**config.mk**
```make
export PLATFORM = sky130hd
export DESIGN_NAME = shared_timer_arbiter
export DESIGN_NICKNAME = d
export VERILOG_FILES = /design/src/rtl/shared_timer_arbiter.sv
export SDC_FILE = /design/constraint.sdc
export NUM_CORES = 1
export LEC_CHECK = 0
export CAP_MARGIN = 20
export CORE_MARGIN = 2
export CORE_UTILIZATION = 30
export DETAILED_ROUTE_END_ITERATION = 6
export PLACE_DENSITY = 0.6
export SLEW_MARGIN = 0
export SYNTH_ARGS = -nofsm -noshare
export SYNTH_HDL_FRONTEND = slang
export SYNTH_SLANG_ARGS = --single-unit
```
**constraint.sdc**
```tcl
create_clock -name clk -period 3.55 [get_ports clk]
set_input_delay 1.065 -clock clk [delete_from_list [all_inputs] [get_ports clk]]
set_output_delay 1.065 -clock clk [all_outputs]
set_load 0.02 [all_outputs]
```
**src/rtl/shared_timer_arbiter.sv**
```systemverilog
// Round-robin sequencer sharing one down-counting interval timer among NREQ
// requesters; each grant counts out the winner's delay, then pulses done.
module shared_timer_arbiter #(
  parameter int NREQ = 4,
  parameter int CW   = 8
) (
  input  logic               clk,
  input  logic               rst,
  input  logic [NREQ-1:0]    req,
  input  logic [NREQ*CW-1:0] req_delay,
  output logic [NREQ-1:0]    gnt,
  output logic [NREQ-1:0]    done,
  output logic               busy,
  output logic [CW-1:0]      count
);
  localparam int IW = (NREQ > 1) ? $clog2(NREQ) : 1;

  typedef enum logic [1:0] {IDLE, RUN, DONE} state_t;

  state_t          state_q, state_d;
  logic [IW-1:0]   owner_q, owner_d;
  logic [IW-1:0]   last_q, last_d;
  logic [NREQ-1:0] gnt_q, gnt_d;
  logic [NREQ-1:0] done_q, done_d;
  logic            busy_q, busy_d;
  logic [CW-1:0]   count_q, count_d;

  logic            found;
  logic [IW-1:0]   win;
  int              j;

  // Search starts just past the previous winner so every pending requester
  // gets a turn before anyone is served twice.
  always_comb begin
    found = 1'b0;
    win   = '0;
    j     = 0;
    for (int i = 1; i <= NREQ; i++) begin
      j = int'(last_q) + i;
      if (j >= NREQ) j = j - NREQ;
      if (!found && req[IW'(j)]) begin
        found = 1'b1;
        win   = IW'(j);
      end
    end
  end

  always_comb begin
    state_d = state_q;
    owner_d = owner_q;
    last_d  = last_q;
    gnt_d   = gnt_q;
    done_d  = '0;
    busy_d  = busy_q;
    count_d = count_q;
    case (state_q)
      IDLE: begin
        if (found) begin
          state_d      = RUN;
          owner_d      = win;
          gnt_d        = '0;
          gnt_d[win]   = 1'b1;
          busy_d       = 1'b1;
          count_d      = req_delay[win*CW +: CW];
        end
      end
      RUN: begin
        // Abort outranks expiry: a dropped request never sees a done pulse.
        if (!req[owner_q]) begin
          state_d = IDLE;
          gnt_d   = '0;
          busy_d  = 1'b0;
          count_d = '0;
          last_d  = owner_q;
        end else if (count_q == '0) begin
          state_d         = DONE;
          gnt_d           = '0;
          busy_d          = 1'b0;
          done_d[owner_q] = 1'b1;
        end else begin
          count_d = count_q - CW'(1);
        end
      end
      DONE: begin
        last_d  = owner_q;
        state_d = IDLE;
      end
      default: state_d = IDLE;
    endcase
  end

  always_ff @(posedge clk) begin
    if (rst) begin
      state_q <= IDLE;
      owner_q <= '0;
      last_q  <= IW'(NREQ - 1);
      gnt_q   <= '0;
      done_q  <= '0;
      busy_q  <= 1'b0;
      count_q <= '0;
    end else begin
      state_q <= state_d;
      owner_q <= owner_d;
      last_q  <= last_d;
      gnt_q   <= gnt_d;
      done_q  <= done_d;
      busy_q  <= busy_d;
      count_q <= count_d;
    end
  end

  assign gnt   = gnt_q;
  assign done  = done_q;
  assign busy  = busy_q;
  assign count = count_q;
endmodule

```
* After elaboration in Yosys (flattened, before gate mapping)
Index checks and enable logic that the tools add are counted.
** Word-level totals
- Register bits :: 23
- Bits of input ports :: 38
- Output and inout port bits :: 17
- Word-level logic and storage cells :: 104
** Cells by class
- Add/sub/neg operators :: 9
- $lt $le $gt $ge :: 12
- Equality and inequality tests :: 6
- Shift-type cells :: 1
- Muxes and demuxes :: 48
- Bitwise operators :: 3
- Reduce and logical (&&, ||, !) cells :: 18
** Operator list (count)
- $shiftx A32 B6 Y8 :: 1
- $mux W2 :: 12
- $mux W8 :: 3
- $mux W1 :: 18
- $lt A2 B4 Y1 const B :: 4
- $pmux W8 S2 :: 1
- $mux W4 :: 3
- $bmux W1 S2 :: 5
- $ge A3 B3 Y1 const B :: 3
- $logic_not A8 Y1 :: 1
- $pmux W2 S2 :: 2
- $pmux W4 S2 :: 1
- $sub A2 B1 Y2 const B :: 4
- $sub A8 B1 Y8 const B :: 1
- $add A2 B2 Y3 const B :: 2
- $lt A2 B3 Y1 const B :: 2
- $ne A3 B3 Y1 const B :: 2
- $reduce_and A2 Y1 :: 3
- $reduce_and A3 Y1 :: 2
- $logic_and A1 B1 Y1 :: 5
- $add A2 B3 Y4 const B :: 1
- $demux W1 S2 :: 2
- $ge A2 B1 Y1 const B :: 2
- $ge A4 B3 Y1 const B :: 1
- other kinds (10) :: 16

* Depth between registers and ports, before layout
Gate-level depths: netlist of the first run.
- Word-level depth :: 22
- Mapped depth :: 7
- Gate-level depth less buffers :: 7

* Worst setup path before layout of the first run
Ideal clock, no wire load.
- Path type :: in2reg
- Start :: input port req[0]
- End :: register count_q[7], in the netlist count[7]
- Library setup time :: 88 ps
- Arrival :: 2702 ps
- Data required time :: 3462 ps
- Slack :: 760 ps
- Stages :: 6
- Buffers on the path :: 1
- Cell sequence :: or2_2 -> a311oi_2 -> buf_2 -> nand3_1 -> mux2_2 -> a311oi_2
** On the way
- Cells in the longest elaborated chain, start to end :: 16
- Elaborated cells between the ends (all ways) :: 35
- Classes of those cells :: eq/ne (2); shift (1); mux (25); reduce/logical (7)
** RTL lines
- start, declared :: line 9 : input logic [NREQ-1:0] req,
- $bmux W1 S2 :: line 41 : if (!found && req[IW'(j)]) begin
- $mux W1 (implied by the code) (2 in a row) :: line 41
- $mux W1 :: line 41
- $logic_not A1 Y1 :: line 41
- $logic_and A1 B1 Y1 :: line 41
- $mux W1 :: line 41
- $logic_not A1 Y1 :: line 41
- $logic_and A1 B1 Y1 :: line 41
- $mux W1 :: line 41
- $logic_not A1 Y1 :: line 41
- $logic_and A1 B1 Y1 :: line 41
- $mux W2 :: line 41
- $shiftx A32 B6 Y8 :: line 64 : count_d = req_delay[win*CW +: CW];
- $mux W8 :: line 58 : if (found) begin
- $pmux W8 S2 :: line 56 : case (state_q)
- end signal, assigned :: line 108 : count_q <= count_d;
- end, declared :: line 26 : logic [CW-1:0] count_q, count_d;
Parallel ways exist; a longest one is shown, timed or not. The select of a mux whose other input is x is not followed.
A chain may end at the register's enable or synchronous reset.

* Worst setup path after layout of the first run
- Start :: input port req[1]
- End :: register count_q[3], in the netlist count[3]
Same word-level chain as after synthesis.

==> results of run 1 <==
sequential cells by signal, summed over array words and instances (netlist names):
signal / cells
busy: 1
gnt: 4
done: 4
state_q: 2
count: 8
owner_q: 2
last_q: 2
cell usage in the layout (no fill, tap or decap), types with 3 or more instances in the layout:
master	n
a22oi_1	4
mux2_2	6
inv_1	3
nor2_1	26
o21ai_0	6
a32oi_1	6
a21oi_1	6
nand2b_1	5
nand3_1	6
nor3b_1	3
dfxtp_1	23
a21o_1	3
nor2b_1	5
clkbuf_8	3
buf_4	3
nand2_1	13
clkdlybuf4s50_1	54
a31oi_1	6
a311oi_1	9
worst min path at each step:
stage | start | end | slack (ns) | cells past startpoint
after floorplan | owner_q[0] | done[2] | 0.47 | 1
after global placement | busy | busy | 0.46 | 2
after detailed placement | busy | busy | 0.46 | 2
after CTS | busy | busy | 0.47 | 2
after global routing | busy | busy | 0.49 | 2
final | busy | busy | 0.46 | 2
cells by family (layout without fill, tap and decap cells):
family	after synthesis	after routing
AO/OA/AOI/OAI	51	51
XOR/XNOR	3	3
adder cells (fa/ha/maj)	2	2
buffers and inverters	12	65
flip-flops	23	23
multiplexers	9	9
AND/OR/NAND/NOR	73	73
routing by layer:
layer,wire (microns),vias up,GRT usage (%)
li1,-,768,-
met1,2130,672,23.8
met2,1780,49,22.5
met3,224,2,2.88
met4,27,0,3.84
met5,0,-,0
power breakdown:
part | internal, mW | switching [mW]
logic | 0.251 | 0.245
registers | 0.299 | 0.0631
clock network | 0.0782 | 0.0814
worst max-delay path, stage by stage:
cell and delay [ns]:
clkdlybuf4s50_1 0.50, or2_2 0.32, a311oi_2 0.32, buf_12 0.19, and2_0 0.36, a32oi_1 0.16, a311oi_1 0.26
through the flow:
stage               hold slack (ns)  util (%)
floorplan                     0.467         -
global placement              0.456      43.7
detailed placement            0.459      43.7
CTS                           0.471      44.7
global route                  0.490      44.7
finish                        0.463      44.7
cell type report:
cell class | instances | area [sq um]
Clock buffer | 3 | 41.3
Clock inverter | 1 | 5.00
Fill cell | 479 | 2590
Inverter | 3 | 11.3
Multi-Input combinational cell | 138 | 930
Sequential cell | 23 | 460
Tap cell | 54 | 67.6
Timing Repair Buffer | 58 | 583
==> results.sh, run 1 <==
export IMPL_status="completed"
export IMPL_cp_max_fo=18
export IMPL_start_util_pct=30.8
export IMPL_ctsHoldBuffers=0
export IMPL_area_growth_pct=45.3
export IMPL_yosys_warnings=0
export IMPL_finClkSkew_ns=0.00429
export IMPL_synth_xor_area_share_pct=1.82
export IMPL_drive_gt1_share_pct=10.2
export IMPL_first_iter_violations=79
export IMPL_synth_top_family_by_area="compound AO/OA/AOI/OAI gates"
export IMPL_numCtsBuffers=3
export IMPL_drtAntennaViolNets=0
export IMPL_syn_area_per_cell_sq_um=8.35
export IMPL_reg2reg_from="count[2]"
export IMPL_maxSlewViolCount=0
export IMPL_rr_endpoint="count[0]"
export IMPL_relSlewSlack_pct=50.4
export IMPL_drt_pass1_iterations=4
export IMPL_routed_wl_microns=4160
export IMPL_via_count=1491
export IMPL_leakagePower_nw=0.766
export IMPL_setup_viol=0
export IMPL_worst_slack_ns=0.544
export IMPL_yosys_top_cells_count="26 x nor2_1, 23 x dfxtp_1, 13 x nand2_1, 9 x a311oi_1"
export IMPL_synth_main_ff_cell="dfxtp_1"
export IMPL_place_inst=276
export IMPL_setup_tns_ns=0
export IMPL_post_cts_setup_buffers=0
export IMPL_core_area_sq_um=4690
export IMPL_period_needed_ns=3.01
export IMPL_grt_max_degree=19
export IMPL_io_buffers=54
export IMPL_synth_seq_cells=23
export IMPL_die_area_sq_um=5380
export IMPL_synth_simple_area_share_pct=26.4
export IMPL_path_clk_slew_ns=0.08
export IMPL_period_share_pct=84.7
export IMPL_synthAdderAreaFrac_pct=1.73
export IMPL_cp_endpoint="count[3]"
export IMPL_rsz0062_at_grt="false"
export IMPL_wl_per_cell_microns=14.8
export IMPL_via_per_inst=5.33
export IMPL_syn_inst=173
export IMPL_path_class="input port to flop"
export IMPL_cts_root_buf="clkbuf_8"
export IMPL_h_tree_depth=1
export IMPL_synthDistinctLibCells=46
export IMPL_cp_start_kind="input port"
export IMPL_worstSkewPairLatency_ns=0.26
export IMPL_muxShareOfSynthArea_pct=7.63
export IMPL_antenna_cells=0
export IMPL_num_rows=25
export IMPL_design_area_sq_um=2100
export IMPL_die_x_microns=73.4
export IMPL_synth_most_common_cell="nor2_1"
export IMPL_max_cap_violations=0
export IMPL_grt_pass1_vias=1323
export IMPL_grt_ovfl_total=0
export IMPL_synth_compound_area_share_pct=26.8
export IMPL_synthArstFlopShare_pct=0
export IMPL_startpoint="req[1]"
export IMPL_ir_worst_vdd_v=0.000172
export IMPL_antenna_found_initial=0
export IMPL_post_cts_resized=0
export IMPL_crit_arrival_ns=3.18
export IMPL_instances_no_fill=280
export IMPL_hpwl_microns=3200
export IMPL_hold_viol=0
export IMPL_synth_seq_area_share_pct=31.9
export IMPL_power_density_nw_per_um2=485
export IMPL_fin_total_pwr_mw=1.02
export IMPL_io_pins=55
export IMPL_syn_area_sq_um=1440
export IMPL_synth_area_leaders="dfxtp_1 32%, nor2_1 6.8%, a311oi_1 5.5%, mux2_2 4.7%, a32oi_1 3.6%"
export IMPL_drc=0
export IMPL_dieHeight_microns=73.4
export IMPL_place_congestion=0.785
export IMPL_max_clock_freq_mhz=333
export IMPL_placed_cell_area_sq_um=2050
export IMPL_hold_path_class="flop to flop"
export IMPL_synth_fp_nets=213
export IMPL_clk_path_buf_depth=2
export IMPL_endpoint_kind="flop"
export IMPL_reg2reg_depth=5
export IMPL_tritoncts="done"
export IMPL_numClockSinks=23
export IMPL_netlist_top_cell_by_area="dfxtp_1"
export IMPL_worstPathRequired_ns=3.72
export IMPL_worst_pin_slew_ns=0.736
export IMPL_r2r_slack_ns=1.16
export IMPL_grt_pass1_wl_microns=6580
export IMPL_dpl_worst_slack_ns=0.291
export IMPL_synth_edf_count=0
export IMPL_yosysTopAreaCellShare_pct=31.9
export IMPL_num_nets_final=267
export IMPL_grt_use_total_pct=15.6
(Power assumes the default switching activity.)
==> run 2, diff against run 1 <==
PLACE_DENSITY = 0.62   (was 0.6)
clock period = 2.4 ns   (was 3.55 ns; I/O delays follow)
==> results.sh, run 2 (synthesized netlist as in run 1, its figures left out) <==
export IMPL_finClkSkew_ns=0.00393
export IMPL_via_per_inst=5.34
export IMPL_fin_total_pwr_mw=1.68
export IMPL_dieHeight_microns=73.4
export IMPL_hold_path_class="flop to flop"
export IMPL_routed_wl_microns=4580
export IMPL_antenna_cells=0
export IMPL_rr_endpoint="count[1]"
export IMPL_worst_pin_slew_ns=0.676
export IMPL_mostFrequentLayoutCells="50 x clkdlybuf4s50_1, 27 x buf_4, 25 x nor2_1, 23 x dfxtp_1, 13 x nand2_1"
export IMPL_numClockSinks=23
export IMPL_combinationalPowerShare_pct=53.9
export IMPL_crit_arrival_ns=2.47
export IMPL_first_iter_violations=103
export IMPL_grt_pass1_wl_microns=7460
export IMPL_drc=0
export IMPL_maxSlewViolCount=0
export IMPL_worst_slack_ns=0.0829
export IMPL_place_congestion=0.876
export IMPL_status="completed"
export IMPL_cp_max_fo=7
export IMPL_final_common_cell="clkdlybuf4s50_1"
export IMPL_leakagePower_nw=0.928
export IMPL_die_area_sq_um=5380
export IMPL_power_internal_mw=1.05
export IMPL_reg2reg_from="count[2]"
export IMPL_r2r_slack_ns=0.11
export IMPL_seq_power_share_pct=30.7
export IMPL_final_core_util_pct=50.5
export IMPL_ir_worst_vdd_v=0.000297
export IMPL_cp_start_kind="input port"
export IMPL_path_clk_slew_ns=0.09
export IMPL_setup_viol=0
export IMPL_via_count=1634
export IMPL_grt_max_degree=19
export IMPL_dpl_worst_slack_ns=-0.354
export IMPL_ctsHoldBuffers=0
export IMPL_worstPathRequired_ns=2.56
export IMPL_place_inst=300
export IMPL_area_growth_pct=64.0
export IMPL_die_x_microns=73.4
export IMPL_drive_gt1_share_pct=21.0
export IMPL_wl_per_cell_microns=15.0
export IMPL_endpoint_kind="flop"
export IMPL_tritoncts="done"
export IMPL_antenna_found_initial=0
export IMPL_grt_use_total_pct=17.6
export IMPL_io_pins=55
export IMPL_io_buffers=54
export IMPL_swShare_pct=37.6
export IMPL_drtAntennaViolNets=0
export IMPL_max_clock_freq_mhz=432
export IMPL_reg2reg_depth=5
export IMPL_clk_path_buf_depth=2
export IMPL_grt_pass1_vias=1552
export IMPL_largest_reg_flops=8
export IMPL_start_util_pct=30.8
export IMPL_power_density_nw_per_um2=709
export IMPL_period_needed_ns=2.32
export IMPL_max_cap_violations=0
export IMPL_grt_ovfl_total=0
export IMPL_period_share_pct=96.5
export IMPL_core_area_sq_um=4690
export IMPL_drt_pass1_iterations=4
export IMPL_relSlewSlack_pct=54.5
export IMPL_worstSkewPairLatency_ns=0.27
export IMPL_rsz0062_at_grt="false"
export IMPL_startpoint="req[1]"
export IMPL_hpwl_microns=3420
export IMPL_h_tree_depth=1
export IMPL_cp_endpoint="count[2]"
export IMPL_hold_viol=0
export IMPL_instances_no_fill=306
export IMPL_power_switching_mw=0.630
export IMPL_cts_root_buf="clkbuf_8"
export IMPL_num_rows=25
export IMPL_numCtsBuffers=3
export IMPL_path_class="input port to flop"
export IMPL_num_nets_final=293
export IMPL_power_frac_clock_pct=15.3
export IMPL_whs_ns=0.473
[run 2: per-stage QoR]
stage / setup TNS [ns] / area [sq um]
final: 0 / 2370
after global routing: 0 / 2370
after CTS: 0 / 2350
after detailed placement: -4.27 / 2260
after global placement: -3.84 / 2260
after floorplan: 0 / 1460
[run 2: layout make-up]
type	count	area, sq um
inverter	3	11.3
fill	447	2320
multi-input combinational	138	965
clock buffer	3	41.3
sequential	23	460
timing repair buffer	84	815
clock inverter	1	7.51
tap	54	67.6
[run 2: power groups by stage]
stage          Sequential (mW)  Combinational [mW]  Clock (mW)
2_1_floorplan            0.574               0.426           0
3_3_place_gp             0.520               0.858           0
3_5_place_dp             0.522               0.860           0
4_1_cts                  0.513               0.894       0.260
5_1_grt                  0.527               0.983       0.274
6_report                 0.516               0.904       0.257
[run 2: worst max-delay path, stage by stage]
cell and delay, ns:
dlygate4sd2_1 0.26, or2_4 0.27, a311oi_4 0.32, buf_4 0.18
buf_12 0.11, mux2_2 0.33, a32oi_1 0.19, a311oi_1 0.10
[run 2: timing repair]
item | in CTS | in global routing
pin swaps | 7 | 1
gates resized for setup | 5 | 4
setup endpoints to repair | 7 | 7
setup buffers | 1 | 0
gates cloned | 1 | 0
[run 2: how the worst min path moves through the flow]
stage	cells after the start	startpoint	slack [ns]	to
finish	2	busy	0.47	busy
global route	2	busy	0.49	busy
CTS	2	busy	0.48	busy
detailed placement	2	busy	0.46	busy
global placement	2	busy	0.46	busy
floorplan	1	owner_q[0]	0.47	done[2]
[run 2: layer usage]
metal | track usage [%] | routed length, microns | part of all wire, % | vias up
met2 | 25.8 | 2000 | 44 | 54
met4 | 4.44 | 36 | 0.79 | 0
met3 | 3.16 | 256 | 5.6 | 5
li1 | - | - | - | 818
met5 | 0 | 0 | 0 | -
met1 | 26.5 | 2280 | 50 | 757
==> run 3, diff against run 2 <==
TNS_END_PERCENT = 5   (was unset)
==> results.sh, run 3 (synthesized netlist as in run 1, its figures left out) <==
export IMPL_period_needed_ns=2.32
export IMPL_power_frac_clock_pct=15.3
export IMPL_via_count=1635
export IMPL_path_buf_inv=3
export IMPL_swShare_pct=37.6
export IMPL_hold_path_class="flop to flop"
export IMPL_cp_max_fo=7
export IMPL_hpwl_microns=3420
export IMPL_setup_viol=0
export IMPL_hold_viol=0
export IMPL_power_density_nw_per_um2=709
export IMPL_r2r_slack_ns=0.11
export IMPL_num_rows=25
export IMPL_max_cap_violations=0
export IMPL_ctsHoldBuffers=0
export IMPL_place_inst=300
export IMPL_grt_max_degree=19
export IMPL_numClockSinks=23
export IMPL_setup_tns_ns=0
export IMPL_combinationalPowerShare_pct=54.1
export IMPL_io_buffers=54
export IMPL_grt_pass1_vias=1552
export IMPL_wl_per_cell_microns=15.0
export IMPL_worstSkewPairLatency_ns=0.27
export IMPL_grt_use_total_pct=17.6
export IMPL_instances_no_fill=306
export IMPL_path_clk_slew_ns=0.09
export IMPL_period_share_pct=96.8
export IMPL_antenna_found_initial=0
export IMPL_num_nets_final=293
export IMPL_worst_pin_slew_ns=0.585
export IMPL_endpoint_kind="flop"
export IMPL_ir_worst_vdd_v=0.000296
export IMPL_leakagePower_nw=0.930
export IMPL_path_class="input port to flop"
export IMPL_tritoncts="done"
export IMPL_power_switching_mw=0.632
export IMPL_grt_ovfl_total=0
export IMPL_core_area_sq_um=4690
export IMPL_cp_cell_sequence="dlygate4sd2_1 > or2_4 > a311oi_4 > buf_4 > buf_12 > mux2_2 > a32oi_1 > a311oi_1"
export IMPL_dpl_worst_slack_ns=-0.354
export IMPL_drtAntennaViolNets=0
export IMPL_dieHeight_microns=73.4
export IMPL_relSlewSlack_pct=60.6
export IMPL_finClkSkew_ns=0.00421
export IMPL_cp_start_kind="input port"
export IMPL_reg2reg_from="count[2]"
export IMPL_whs_ns=0.473
export IMPL_whs_endpoint="busy"
export IMPL_area_growth_pct=64.3
export IMPL_first_iter_violations=130
export IMPL_nFillCells=447
export IMPL_mostFrequentLayoutCells="50 x clkdlybuf4s50_1, 27 x buf_4, 25 x nor2_1, 23 x dfxtp_1, 13 x nand2_1"
export IMPL_numCtsBuffers=3
export IMPL_final_common_cell="clkdlybuf4s50_1"
export IMPL_rsz0062_at_grt="false"
export IMPL_maxSlewViolCount=0
export IMPL_start_util_pct=30.8
export IMPL_crit_arrival_ns=2.48
export IMPL_h_tree_depth=1
export IMPL_seq_power_share_pct=30.7
export IMPL_drive_gt1_share_pct=21.4
export IMPL_rr_endpoint="count[1]"
export IMPL_via_per_inst=5.34
export IMPL_max_clock_freq_mhz=431
export IMPL_status="completed"
export IMPL_cts_root_buf="clkbuf_8"
export IMPL_io_pins=55
export IMPL_grt_pass1_wl_microns=7460
export IMPL_die_x_microns=73.4
export IMPL_antenna_cells=0
export IMPL_reg2reg_depth=5
export IMPL_drt_pass1_iterations=4
export IMPL_clk_path_buf_depth=2
export IMPL_largest_reg_flops=8
export IMPL_max_stage_delay_ns=0.33
export IMPL_crit_family="compound AO/OA/AOI/OAI gates"
export IMPL_hold_depth=2
export IMPL_cp_slowest_cell="mux2_2"
export IMPL_worstPathRequired_ns=2.55
export IMPL_routed_wl_microns=4580
export IMPL_worst_slack_ns=0.0774
export IMPL_drc=0
export IMPL_die_area_sq_um=5380
export IMPL_place_congestion=0.876
export IMPL_power_internal_mw=1.05
export IMPL_min_delay_start="busy"
-- run 3: changes by cell type in the layout (fill, tap and decap cells not counted) --
cell / previous run / this run
a211oi_2: 0 / 1
o21ai_1: 0 / 1
a211oi_1: 1 / 0
o21ai_0: 6 / 5
-- run 3: how the worst max path moves through the flow --
stage	from	endpoint	slack (ns)	cells after the start
global route	req[1]	count[0]	0.0009	10
global placement	req[3]	count[3]	-0.32	7
finish	req[1]	count[2]	0.08	8
floorplan	req[0]	count[7]	0.05	6
detailed placement	req[1]	count[5]	-0.35	7
CTS	req[2]	count[0]	0.03	10
-- run 3: layout make-up --
type                    count  area (sq um)  area share, %
clock inverters             1          7.51          0.316
flip-flops and latches     23           460           19.4
clock buffers               3          41.3           1.74
repair buffers             84           815           34.3
well taps                  54          67.6           2.85
multi-input cells         138           970           40.9
inverters                   3          11.3          0.475
-- run 3: power by group through the flow --
stage	sequential [mW]	clock [mW]	combinational (mW)
floorplan	0.574	0	0.426
global placement	0.520	0	0.858
detailed placement	0.522	0	0.860
CTS	0.513	0.260	0.894
global route	0.526	0.274	0.988
finish	0.516	0.257	0.909
-- run 3: worst register-to-register path, stage by stage (launching register included) --
cell	delay (ns)
dfxtp_1	0.33
or4_4	0.55
or4b_4	0.55
o21ai_0	0.51
a21o_1	0.20
a31oi_1	0.04
-- run 3: repair_timing --
| action | 4_1_cts | 5_1_grt |
|---|---|---|
| pin swaps | 7 | 1 |
| endpoints found under the setup margin | 7 | 7 |
| buffers inserted | 1 | 0 |
| gates resized for setup | 5 | 6 |
| gates cloned | 1 | 0 |
| endpoints found under the hold margin | 0 | 0 |
-- run 3: per-stage QoR --
step                      power, mW  utilization, %  cell area [sq um]
final                          1.68            50.6               2370
after global routing           1.79            50.6               2370
after CTS                      1.67            50.1               2350
after detailed placement       1.38            48.1               2260
after global placement         1.38            48.1               2260
after floorplan                1.00               -               1460
-- run 3: metal layers --
| metal | wire (microns) | up-vias | track usage (%) |
|---|---|---|---|
| met1 | 2260 | 761 | 26.5 |
| met5 | 0 | - | 0 |
| li1 | - | 814 | - |
| met4 | 36 | 0 | 4.44 |
| met3 | 277 | 5 | 3.16 |
| met2 | 2010 | 55 | 25.8 |
